## config.mk

```make
export PLATFORM = sky130hd
export DESIGN_NAME = l0_sched_flat
export DESIGN_NICKNAME = d
export VERILOG_FILES = /design/src/rtl/l0_sched_if.sv /design/src/rtl/l0_sched.sv /design/src/flat_wrapper.sv
export SDC_FILE = /design/constraint.sdc
export NUM_CORES = 1
export LEC_CHECK = 0
export CORE_MARGIN = 2
export CORE_UTILIZATION = 45
export CTS_CLUSTER_DIAMETER = 200
export CTS_CLUSTER_SIZE = 40
export DETAILED_ROUTE_END_ITERATION = 16
export GPL_TIMING_DRIVEN = 0
export PLACE_DENSITY = 0.67
export RECOVER_POWER = 50
export SYNTH_ARGS = -nofsm -noshare
export SYNTH_HDL_FRONTEND = slang
export SYNTH_SLANG_ARGS = --single-unit
```

## constraint.sdc

```tcl
create_clock -name clk -period 3.42 [get_ports clk]
set_input_delay 0.855 -clock clk [delete_from_list [all_inputs] [get_ports clk]]
set_output_delay 0.855 -clock clk [all_outputs]
set_load 0.005 [all_outputs]
```

## src/rtl/l0_sched_if.sv

```systemverilog
// Handshake and address bundle between the layer-0 sequencer and its neighbours
// (image buffer, window registers, convolution engine).
interface l0_sched_if #(
  parameter int AW = 10
);
  logic          frm_vld;
  logic          frm_rdy;
  logic          ds_rdy;
  logic          win_ld;
  logic [AW-1:0] img_addr;
  logic          l0_strt;
  logic          l0_addr_inc;
  logic          l0_rd;
  logic          l0_tx_done;
  logic          busy;
  logic [AW-1:0] win_cnt;
  logic          err;

  modport master (
    output frm_vld, ds_rdy, l0_addr_inc, l0_rd,
    input  frm_rdy, win_ld, img_addr, l0_strt, l0_tx_done, busy, win_cnt, err
  );

  modport slave (
    input  frm_vld, ds_rdy, l0_addr_inc, l0_rd,
    output frm_rdy, win_ld, img_addr, l0_strt, l0_tx_done, busy, win_cnt, err
  );
endinterface

```

## src/rtl/l0_sched.sv

```systemverilog
// Layer-0 frame sequencer: walks the KxK window over the image in raster order.
// Optional watchdog on WAIT/DRAIN enabled by defining L0_SCHED_WDOG_EN.
module l0_sched #(
  parameter int IMG_W   = 28,
  parameter int IMG_H   = 28,
  parameter int K       = 3,
  parameter int WIN_LAT = 2,
  parameter int AW      = 10
) (
  input  logic       clk,
  input  logic       rst,
  l0_sched_if.slave  bus
);

  localparam int            LW       = (WIN_LAT < 1) ? 1 : $clog2(WIN_LAT + 1);
  localparam logic [AW-1:0] COL_LAST = AW'(IMG_W - K);
  localparam logic [AW-1:0] ROW_LAST = AW'(IMG_H - K);

  typedef enum logic [2:0] {
    S_IDLE, S_LOAD, S_STRT, S_WAIT, S_ADV, S_DRAIN, S_DONE
  } state_t;

  state_t        r_state, w_state_next;
  logic [LW-1:0] r_lat;
  logic          r_rd_low;
  logic [AW-1:0] r_img_addr;
  logic [AW-1:0] r_row;
  logic [AW-1:0] r_col;
  logic [AW-1:0] r_win_cnt;
  logic          r_err;
  logic          w_last;
  logic          w_stray;
`ifdef L0_SCHED_WDOG_EN
  logic [4:0]    r_wdog;
  logic          w_abort;
`endif

  assign w_last  = (r_row == ROW_LAST) && (r_col == COL_LAST);
  assign w_stray = bus.l0_addr_inc && (r_state != S_WAIT);

  always_comb begin
    w_state_next = r_state;
`ifdef L0_SCHED_WDOG_EN
    w_abort      = 1'b0;
`endif
    case (r_state)
      S_IDLE:  if (bus.frm_vld) w_state_next = S_LOAD;
      S_LOAD:  if (r_lat == LW'(WIN_LAT)) w_state_next = S_STRT;
      S_STRT:  if (bus.ds_rdy) w_state_next = S_WAIT;
      S_WAIT:  if (bus.l0_addr_inc) w_state_next = S_ADV;
      S_ADV:   w_state_next = w_last ? S_DRAIN : S_LOAD;
      // r_rd_low remembers that l0_rd was low on the previous DRAIN cycle
      S_DRAIN: if (!bus.l0_rd && r_rd_low) w_state_next = S_DONE;
      S_DONE:  w_state_next = S_IDLE;
      default: w_state_next = S_IDLE;
    endcase
`ifdef L0_SCHED_WDOG_EN
    if ((r_state == S_WAIT || r_state == S_DRAIN) && (w_state_next == r_state)
        && (r_wdog == 5'd31)) begin
      w_state_next = S_DONE;
      w_abort      = 1'b1;
    end
`endif
  end

  always_ff @(posedge clk or posedge rst) begin
    if (rst) begin
      r_state    <= S_IDLE;
      r_lat      <= '0;
      r_rd_low   <= 1'b0;
      r_img_addr <= '0;
      r_row      <= '0;
      r_col      <= '0;
      r_win_cnt  <= '0;
      r_err      <= 1'b0;
`ifdef L0_SCHED_WDOG_EN
      r_wdog     <= '0;
`endif
    end else begin
      r_state  <= w_state_next;
      r_lat    <= (r_state == S_LOAD) ? r_lat + 1'b1 : '0;
      r_rd_low <= (r_state == S_DRAIN) && !bus.l0_rd;
`ifdef L0_SCHED_WDOG_EN
      r_wdog   <= (r_state == S_WAIT || r_state == S_DRAIN) ? r_wdog + 1'b1 : '0;
`endif
      case (r_state)
        S_IDLE: if (bus.frm_vld) begin
          r_img_addr <= '0;
          r_row      <= '0;
          r_col      <= '0;
          r_win_cnt  <= '0;
          r_err      <= 1'b0;
        end
        S_WAIT: if (bus.l0_addr_inc) r_win_cnt <= r_win_cnt + 1'b1;
        S_ADV: begin
          if (r_col < COL_LAST) begin
            r_col      <= r_col + 1'b1;
            r_img_addr <= r_img_addr + 1'b1;
          end else begin
            // wrap to next row: jump over the K-1 right-border pixels
            r_col      <= '0;
            r_row      <= r_row + 1'b1;
            r_img_addr <= r_img_addr + AW'(K);
          end
        end
        default: ;
      endcase
      if (w_stray) r_err <= 1'b1;
`ifdef L0_SCHED_WDOG_EN
      if (w_abort) r_err <= 1'b1;
`endif
    end
  end

  assign bus.frm_rdy    = (r_state == S_IDLE);
  assign bus.busy       = (r_state != S_IDLE);
  assign bus.win_ld     = (r_state == S_LOAD) && (r_lat == '0);
  assign bus.l0_strt    = (r_state == S_STRT) && bus.ds_rdy;
  assign bus.l0_tx_done = (r_state == S_DONE);
  assign bus.img_addr   = r_img_addr;
  assign bus.win_cnt    = r_win_cnt;
  assign bus.err        = r_err;

endmodule

```

## src/flat_wrapper.sv

```systemverilog
// flat-port wrapper written by rule: the top's interface ports become plain ports
module l0_sched_flat 
#(
  parameter int IMG_W   = 28,
  parameter int IMG_H   = 28,
  parameter int K       = 3,
  parameter int WIN_LAT = 2,
  parameter int AW      = 10
)
  (clk, rst, bus_frm_vld, bus_ds_rdy, bus_l0_addr_inc, bus_l0_rd, bus_frm_rdy, bus_win_ld, bus_img_addr, bus_l0_strt, bus_l0_tx_done, bus_busy, bus_win_cnt, bus_err);
  l0_sched_if #(.AW(AW)) bus_i ();
  input  logic clk;
  input  logic rst;
  input wire logic [$bits(bus_i.frm_vld)-1:0] bus_frm_vld;
  input wire logic [$bits(bus_i.ds_rdy)-1:0] bus_ds_rdy;
  input wire logic [$bits(bus_i.l0_addr_inc)-1:0] bus_l0_addr_inc;
  input wire logic [$bits(bus_i.l0_rd)-1:0] bus_l0_rd;
  output wire logic [$bits(bus_i.frm_rdy)-1:0] bus_frm_rdy;
  output wire logic [$bits(bus_i.win_ld)-1:0] bus_win_ld;
  output wire logic [$bits(bus_i.img_addr)-1:0] bus_img_addr;
  output wire logic [$bits(bus_i.l0_strt)-1:0] bus_l0_strt;
  output wire logic [$bits(bus_i.l0_tx_done)-1:0] bus_l0_tx_done;
  output wire logic [$bits(bus_i.busy)-1:0] bus_busy;
  output wire logic [$bits(bus_i.win_cnt)-1:0] bus_win_cnt;
  output wire logic [$bits(bus_i.err)-1:0] bus_err;
  assign bus_i.frm_vld = bus_frm_vld;
  assign bus_i.ds_rdy = bus_ds_rdy;
  assign bus_i.l0_addr_inc = bus_l0_addr_inc;
  assign bus_i.l0_rd = bus_l0_rd;
  assign bus_frm_rdy = bus_i.frm_rdy;
  assign bus_win_ld = bus_i.win_ld;
  assign bus_img_addr = bus_i.img_addr;
  assign bus_l0_strt = bus_i.l0_strt;
  assign bus_l0_tx_done = bus_i.l0_tx_done;
  assign bus_busy = bus_i.busy;
  assign bus_win_cnt = bus_i.win_cnt;
  assign bus_err = bus_i.err;
  l0_sched #(.IMG_W(IMG_W), .IMG_H(IMG_H), .K(K), .WIN_LAT(WIN_LAT), .AW(AW)) u_core (.clk(clk), .rst(rst), .bus(bus_i));
endmodule
```

==> results of run 1 <==
-- where the power goes --
| part | internal [mW] | switching [mW] | total, mW |
|---|---|---|---|
| combinational | 0.313 | 0.331 | 0.644 |
| sequential | 0.667 | 0.133 | 0.800 |
| clock | 0.292 | 0.187 | 0.479 |
| total | 1.27 | 0.650 | 1.92 |
-- cell usage after synthesis (4+ instances only) --
cell type  instances
dfrtp_1           47
nand2_1           31
nor2_1            16
nand3_1           14
inv_1             13
mux2i_1           11
o21ai_0           11
a21oi_1            9
and2_1             9
ha_1               9
nor3_1             9
a31oi_1            7
and3_1             7
xnor2_1            7
clkbuf_1           6
nand4_1            6
or3_1              5
nand2b_1           4
nand3b_1           4
-- worst max-delay path by stage --
| stage | from | end | slack [ns] | cells past startpoint |
|---|---|---|---|---|
| 6_report | u_core.r_state[1] | bus_win_ld | 0.43 | 6 |
| 5_1_grt | u_core.r_state[1] | bus_win_ld | 0.23 | 6 |
| 4_1_cts | bus_ds_rdy | bus_l0_strt | 0.44 | 4 |
| 3_5_place_dp | bus_ds_rdy | bus_l0_strt | 0.44 | 4 |
| 3_3_place_gp | bus_ds_rdy | bus_l0_strt | 0.45 | 4 |
| 2_1_floorplan | u_core.r_col[7] | u_core.bus.img_addr[7] | 0.95 | 10 |
-- flip-flops by register name, summed over array words and instances (netlist names) --
| signal | count |
|---|---|
| u_core.r_lat | 2 |
| u_core.bus.err | 1 |
| u_core.r_state | 3 |
| u_core.bus.win_cnt | 10 |
| u_core.r_row | 10 |
| u_core.bus.img_addr | 10 |
| u_core.r_rd_low | 1 |
| u_core.r_col | 10 |
-- cell type report --
| class | instances | area share [%] |
|---|---|---|
| clock inverter | 2 | 1.94 |
| tap | 72 | 2.91 |
| buffer | 12 | 2.27 |
| timing repair buffer | 31 | 9.88 |
| inverter | 13 | 1.58 |
| sequential | 47 | 38.1 |
| multi-input combinational | 191 | 41.0 |
| clock buffer | 6 | 2.35 |
-- layer usage --
| layer | up-vias | track usage [%] |
|---|---|---|
| met3 | 8 | 3.39 |
| met1 | 978 | 27.2 |
| li1 | 1017 | - |
| met2 | 36 | 29.7 |
| met4 | 0 | 6.38 |
| met5 | - | 0 |
-- kinds of logic (layout without fill, tap and decap cells) --
group                    after synthesis  in the layout
adder cells (fa/ha/maj)               10             10
XOR/XNOR                               9              9
AND/OR/NAND/NOR                      117            117
multiplexers                          12             12
flip-flops                            47             47
AO/OA/AOI/OAI                         43             43
buffers and inverters                 25             64
-- critical path: cells and delay by family, from the launching register on --
family        cells  cell delay [ns]
simple gates      3             0.45
flops             1             0.33
buf+inv           3             1.04
==> metrics.txt, run 1 <==
ANT cells 0; Die Area 6330 um2; clk sinks 47; worst-path cell chain clkbuf_1 > clkbuf_1 > nand2b_1 > nor2_1 > and2_1 > clkdlybuf4s50_1; non-filler cells in the finished layout 374; Critical Path AT 2.13 ns; clk slew on worst S/H paths 0.09 ns; crit-path max FO 10; reg2reg end u_core.bus.img_addr[7]; met1 wire length 2610 um; reg2reg setup slack 0.71 ns; met2 routed WL 2610 um; final non-filler cell area 3090 um2; Met3 Wirelength 165 um; mux cell area share after synthesis 4.72%; clock skew 0.00688 ns; Post-Synthesis Cells 263; Worst VDD drop 0.337 mV; Area Overhead vs Synth 20.3%; Vias 2039; final setup vio count 0; Final Hold Viols 0; routed wire length 5480 um; Cell variety after synth 49; syn avg cell area 9.77 um2; RR Startpoint u_core.r_col[7]; routed len/inst 14.6 um; final setup TNS 0 ns; final period utilization 87.4%; row count 27; Post-synth ARST share 100%; RSZ-0062 raised after global routing no; pre-CTS WS 0.438 ns; Synth Area in XOR/XNOR 3.07%; cts repair resizes 0; H-tree lvl count 2; R2R depth 10; Total GRT Usage 19.2%; complex-gate fraction of the synthesized area 12.4%; Final Total Pwr 1.92 mW; WHS 0.429 ns; fraction of the mapped netlist area in adder cells 5.16%; Final ANT Viol Nets 0; crit path time final 2.99 ns; Post-DP HPWL 3900 um; Crit Path Class reg -> out; pin count of the biggest net entering global routing 39; CP max stage delay 0.43 ns; I/O Buffers 30; DRC 0; Simple-Gate Fraction of Synth Area 24.0%; leakage 1.33 nW; largest family of logic cells by synthesized area simple AND/OR/NAND/NOR gates; cells taking the most area after synthesis dfrtp_1 (46%), nand2_1 (4.5%), ha_1 (4.4%), mux2i_1 (4.3%), nand3_1 (2.7%); CTS tree yes; slew at the pin closest to its max-slew limit 0.920 ns; CP dominant cell by count clkbuf_1; hold_buf cts 0; max cap viols 0; number of global-route vias before repair 2010; Fmax 0.334 GHz; Hold EP u_core.r_lat[0]; CP startpoint kind flop; Placed Area 2980 um2; Slew HR 38.7%; TritonRoute pass-1 iters 4; Clk Latency, worst-skew pair 0.30 ns; Worst Path Required 2.56 ns; final worst slack 0.430 ns; total gr overflow 0; drt via density 5.45; Power per Cell Area 622 nW/um2; Hold Crit Class reg -> reg; total CTS buffers 5; Yosys top cell area share 45.8%; Die H 79.6 um; First DRT Iteration DRCs 129; fill cell count 482; Root Buffer clkbuf_8; die width 79.6 um; Longest Clk Path Bufs 2; fin util 56.1%; Final Wtd Congestion 0.867; core area 5510 um2; Seq/Total Area, Yosys 45.8%; syn nets 279; first-pass GRT wire length 9540 um; area of the mapped netlist 2570 um2; post-CTS setup buffers 0; leading cell type in the layout, fill and taps excluded dfrtp_1; outcome complete, no violations; top sig layer met4; area taken by multi-input logic gates 1270 um2; Max Transition Viols Final 0; Hold Path Cell Cnt 1; initial core utilization 46.7%; Seq cells post-synth 47; number of nets in the layout 317; commonest cells after routing, fill and taps aside dfrtp_1 (47), nand2_1 (31), clkdlybuf4s50_1 (22), nor2_1 (16), nand3_1 (14); YS warnings 0; EDFF count, synth 0; Synth area leader dfrtp_1; Reg area 1180 um2; CP endpoint kind output pin; share of layout cells above drive strength 1 6.29%; worst hold start u_core.r_lat[0]; initial antenna violation count 0; dpl cells 366; Slowest-stage cell, CP clkdlybuf4s50_1; io pins 32; Post-synth top flop dfrtp_1
Note: power is estimated with default switching activity, not from simulation.
==> run 2, diff against run 1 <==
CAP_MARGIN = 20   (was default)
CTS_BUF_LIST = sky130_fd_sc_hd__clkbuf_2   (was default)
HOLD_SLACK_MARGIN = 0.06   (was default)
==> run 2 against run 1 <==
  * The flow now finishes with violations (capacitance limit, slew limit)
  * Hold slack improved by 0.014 ns
  * Total power fell by 4.7%
  * Cell area fell by 1.1%
  * Global-route usage rose by 0.073 points
  * Critical path depth did not move
  * Combinational power rose by 1%
  * Sequential share of layout area rose by 0.44 points
  * Register-to-register slack got worse by 0.15 ns
  * Count of clock-buffer cells in the layout did not move
  * Critical path type unchanged
  * Highest routed layer unchanged
==> metrics.txt, run 2 (synthesis results as in run 1) <==
initial antenna violation count 0 (unchanged); first-pass GRT wire length 9560 um (+0.22%); Hold Crit Class reg -> reg; drt via density 5.46 (+0.20%); worst hold start u_core.r_lat[0]; RR Startpoint u_core.r_col[7]; io pins 32 (unchanged); slew at the pin closest to its max-slew limit 1.66 ns (+0.745 ns); Slew HR -11.0% (-50 points); crit path from u_core.r_state[1]; crit-path max FO 10 (unchanged); clock skew 0.0211 ns (+0.0142 ns); routed len/inst 14.6 um (about the same); met2 track demand over resource 29.7% (unchanged); grt met3 use 3.39% (unchanged); WHS 0.443 ns (+0.0145 ns); Root Buffer clkbuf_2; Final ANT Viol Nets 0 (unchanged); total gr overflow 0 (unchanged); clk sinks 47 (unchanged); share of layout cells above drive strength 1 5.96% (-0.33 points); Critical Path AT 2.19 ns (+0.06 ns); final setup TNS 0 ns (unchanged); DRC 0 (unchanged); leakage 1.32 nW (-1.1%); hold_buf cts 0 (unchanged); failing checks capacitance limit, slew limit; Total GRT Usage 19.2% (+0.073 points); RSZ-0062 raised after global routing no; Die Area 6330 um2 (unchanged); Die H 79.6 um (unchanged); Hold Path Cell Cnt 1 (unchanged); ANT cells 0 (unchanged); cts repair resizes 0 (unchanged); Max Transition Viols Final 39 (+39); H-tree lvl count 2 (unchanged); Clk Latency, worst-skew pair 0.43 ns (+0.13 ns); clk slew on worst S/H paths 0.24 ns (+0.15 ns); post-CTS setup buffers 0 (unchanged); initial core utilization 46.7% (unchanged); R2R depth 10 (unchanged); Longest Clk Path Bufs 2 (unchanged); pin count of the biggest net entering global routing 39 (unchanged); routed wire length 5480 um (about the same); max cap viols 1 (+1); Crit Path Class reg -> out; outcome complete, but fails checks; Post-DP HPWL 3900 um (unchanged); GR peak layer met2; Vias 2043 (+0.20%); grt met1 use 27.2% (unchanged); reg2reg end u_core.bus.img_addr[7]; Final Hold Viols 0 (unchanged); CTS tree yes; Worst VDD drop 0.310 mV (-8.0%); Worst Path Required 2.56 ns (about the same); First DRT Iteration DRCs 154 (+19%); Final Total Pwr 1.83 mW (-4.7%); reg2reg setup slack 0.56 ns (-0.15 ns); Final Wtd Congestion 0.867 (unchanged); number of nets in the layout 317 (unchanged); die width 79.6 um (unchanged); Area Overhead vs Synth 18.9%; row count 27 (unchanged); Hold EP u_core.r_lat[0]; TritonRoute pass-1 iters 4 (unchanged); crit path time final 3.05 ns (+0.0561 ns); final setup vio count 0 (unchanged); final period utilization 89.1% (+1.6 points); CP endpoint kind output pin; number of global-route vias before repair 2009 (-0.050%); Power per Cell Area 600 nW/um2 (-3.6%); total CTS buffers 5 (unchanged); Fmax 0.328 GHz (-1.8%); I/O Buffers 30 (unchanged); core area 5510 um2 (unchanged); CP startpoint kind flop; commonest cells after routing, fill and taps aside dfrtp_1 (47), nand2_1 (31), clkdlybuf4s50_1 (28), nor2_1 (16), nand3_1 (14); leading cell type in the layout, fill and taps excluded dfrtp_1
## run 2: cell count changes in the layout (fill, tap and decap cells not counted), moves of 5 or more
| cell | delta |
|---|---|
| clkbuf_2 | +5 |
| clkdlybuf4s50_1 | +6 |
| clkbuf_8 | -5 |
| dlygate4sd3_1 | -6 |
## run 2: stage by stage
stage	setup slack [ns]	instances	instance area [um2]	utilization, %
final	0.374	374	3060	55.5
after global routing	0.163	374	3060	55.5
after CTS	0.350	374	3070	55.8
after detailed placement	0.438	366	2980	54.1
after global placement	0.449	365	2960	53.8
after floorplan	0.946	263	2570	-
## run 2: layer usage
| layer | routed length (um) | part of all wire (%) |
|---|---|---|
| met1 | 2650 | 48 |
| met2 | 2580 | 47 |
| met3 | 181 | 3.3 |
| met4 | 69 | 1.3 |
| met5 | 0 | 0 |
## run 2: power breakdown
group / leakage (nW) / total, mW / internal, mW / switching, mW
combinational: 0.627 / 0.653 / 0.324 / 0.329
clock: 0.0532 / 0.380 / 0.200 / 0.180
sequential: 0.636 / 0.799 / 0.666 / 0.133
total: 1.32 / 1.83 / 1.19 / 0.642
## run 2: worst max-delay path by stage
stage,end,depth (start not counted)
floorplan,u_core.bus.img_addr[7],10
global placement,bus_l0_strt,4
detailed placement,bus_l0_strt,4
CTS,bus_win_ld,6
global route,u_core.r_row[0],3
finish,bus_win_ld,6
## run 2: cell type report
cell class / instances / area [um2]
plain buffers: 12 / 76.3
flip-flops and latches: 47 / 1180
well taps: 72 / 90.1
multi-input cells: 191 / 1260
inverters: 13 / 48.8
fillers: 494 / 2450
clock inverters: 2 / 60.1
repair buffers: 31 / 313
clock buffers: 6 / 30.0
## run 2: worst max-delay path: stages, from the launching register on
cell and delay (ns):
dfrtp_1 0.43, buf_6 0.13, clkbuf_1 0.21, nand2b_1 0.25, nor2_1 0.12, and2_1 0.13, clkdlybuf4s50_1 0.49
==> run 3, diff against run 2 <==
PLACE_DENSITY = 0.69   (was 0.67)
SKIP_CTS_REPAIR_TIMING = 1   (was default)
clock period = 2.6 ns   (was 3.42 ns; I/O delays follow)
==> run 3 against run 2 <==
  * Critical path depth fell by 2
  * First-iteration DRC count fell by 28%
  * Clock skew fell by 0.013 ns
  * Via count rose by 0.93%
  * The run now ends clean
  * Core utilization rose by 0.30 points
  * Count of clock-buffer cells in the layout fell by 1
  * Register-to-register slack got worse by 0.44 ns
==> metrics.txt, run 3 (synthesis results as in run 1) <==
outcome complete, no violations; Hold Path Cell Cnt 1 (unchanged); Max Transition Viols Final 0 (-100%); Die H 79.6 um (unchanged); final setup vio count 0 (unchanged); total CTS buffers 5 (unchanged); reg2reg end u_core.bus.img_addr[5]; clk sinks 47 (unchanged); First DRT Iteration DRCs 111 (-28%); share of layout cells above drive strength 1 10.5% (+4.5 points); Final Wtd Congestion 0.852 (-1.7%); row count 27 (unchanged); crit-path max FO 2 (-8); initial antenna violation count 0 (unchanged); io pins 32 (unchanged); ANT cells 0 (unchanged); area taken by multi-input logic gates 1300 um2 (+3.0%); Final ANT Viol Nets 0 (unchanged); commonest cells after routing, fill and taps aside dfrtp_1 (45), nand2_1 (31), clkdlybuf4s50_1 (26), nor2_1 (15); drt via density 5.46 (-0.14%); slew at the pin closest to its max-slew limit 0.848 ns (-0.817 ns); Total GRT Usage 18.2% (-1.1 points); reg2reg setup slack 0.12 ns (-0.44 ns); total gr overflow 0 (unchanged); Final Hold Viols 0 (unchanged); RSZ-0062 raised after global routing no; WHS 0.452 ns (+0.00910 ns); Crit Path Class in -> out; Hold EP u_core.r_lat[0]; Die Area 6330 um2 (unchanged); CTS tree yes; Post-DP HPWL 3810 um (-2.4%); number of nets in the layout 322 (+1.6%); max cap viols 0 (-1); Longest Clk Path Bufs 2 (unchanged); first-pass GRT wire length 9130 um (-4.5%); worst hold start u_core.r_lat[0]; TritonRoute pass-1 iters 4 (unchanged); Clk Latency, worst-skew pair 0.41 ns (-0.02 ns); number of global-route vias before repair 1977 (-1.6%); leading cell type in the layout, fill and taps excluded dfrtp_1; routed len/inst 14.1 um (-4.0%); CP startpoint kind input pin; Root Buffer clkbuf_2; die width 79.6 um (unchanged); crit path time final 2.53 ns; Area Overhead vs Synth 19.5%; Hold Crit Class reg -> reg; R2R depth 9 (-1); leakage 1.32 nW (+0.14%); Power per Cell Area 734 nW/um2 (+22%); RR Startpoint u_core.r_col[9]; final period utilization 97.1%; Reg area 1180 um2 (+0.21%); dpl cells 366 (unchanged); Worst VDD drop 0.466 mV (+50%); Fmax 0.396 GHz; pin count of the biggest net entering global routing 34 (-13%); core area 5510 um2 (unchanged); routed wire length 5310 um (-3.0%); clk slew on worst S/H paths 0.22 ns (-0.02 ns); Worst Path Required 1.95 ns (-0.61 ns); DRC 0 (unchanged); Vias 2062 (+0.93%); fill cell count 502 (+1.6%); Slew HR 42.7% (+54 points); clock skew 0.00796 ns (-0.0131 ns); Critical Path AT 1.88 ns (-0.31 ns); I/O Buffers 30 (unchanged); initial core utilization 46.7% (unchanged); H-tree lvl count 2 (unchanged); non-filler cells in the finished layout 378 (+1.1%); fin util 55.8% (+0.30 points); CP endpoint kind output pin
[run 3: cell count changes in the layout (fill, tap and decap cells not counted), sizes merged]
cell           change
buf                +6
bufinv             -2
clkbuf             -1
clkdlybuf4s50      -2
clkinv             +2
dlygate4sd3        +1
dlymetal6s2s       +1
dlymetal6s4s       -1
[run 3: critical path, stage by stage]
cell and delay (ns):
clkdlybuf4s50_1 0.44, nor2b_2 0.14, and3_1 0.16, clkdlybuf4s50_1 0.49
[run 3: worst max path at each step]
stage	from	to	slack, ns	depth (start not counted)
after CTS	u_core.r_state[1]	bus_win_ld	-0.26	6
after detailed placement	u_core.r_col[7]	u_core.bus.img_addr[5]	-0.08	10
after global placement	rst	u_core.bus.img_addr[8]	-0.16	2
after floorplan	u_core.r_col[7]	u_core.bus.img_addr[7]	0.13	10
after global routing	u_core.r_state[2]	bus_l0_strt	0.004	4
final	bus_ds_rdy	bus_l0_strt	0.07	4
[run 3: through the flow]
stage               power, mW  cell area [um2]  setup slack, ns  TNS [ns]
finish                   2.25             3070           0.0746         0
global route             2.45             3070          0.00363         0
CTS                      2.23             3010           -0.263    -0.935
detailed placement       1.94             2980          -0.0823    -0.204
global placement         1.91             2960           -0.156     -7.39
floorplan                1.56             2570            0.126         0
[run 3: power by group]
group          switching [mW]  leakage (nW)  internal (mW)
sequential              0.172         0.634          0.879
clock                   0.225        0.0262         0.0569
combinational           0.460         0.658          0.460
total                   0.857          1.32           1.40
[run 3: area by class of cell]
class	instances	share of cell area (%)
clock inverter	2	0.285
timing repair buffer	38	11.6
tap	72	2.93
clock buffer	5	0.815
sequential	47	38.4
buffer	10	2.12
multi-input combinational	191	42.3
inverter	13	1.59
[run 3: routing by layer]
metal / global-route usage [%] / share of wire [%] / vias up
met5: 0 / 0 / -
met1: 24.6 / 47 / 1000
met4: 6.03 / 1.3 / 0
li1: - / - / 1020
met3: 3.73 / 2.8 / 7
met2: 29.1 / 49 / 35
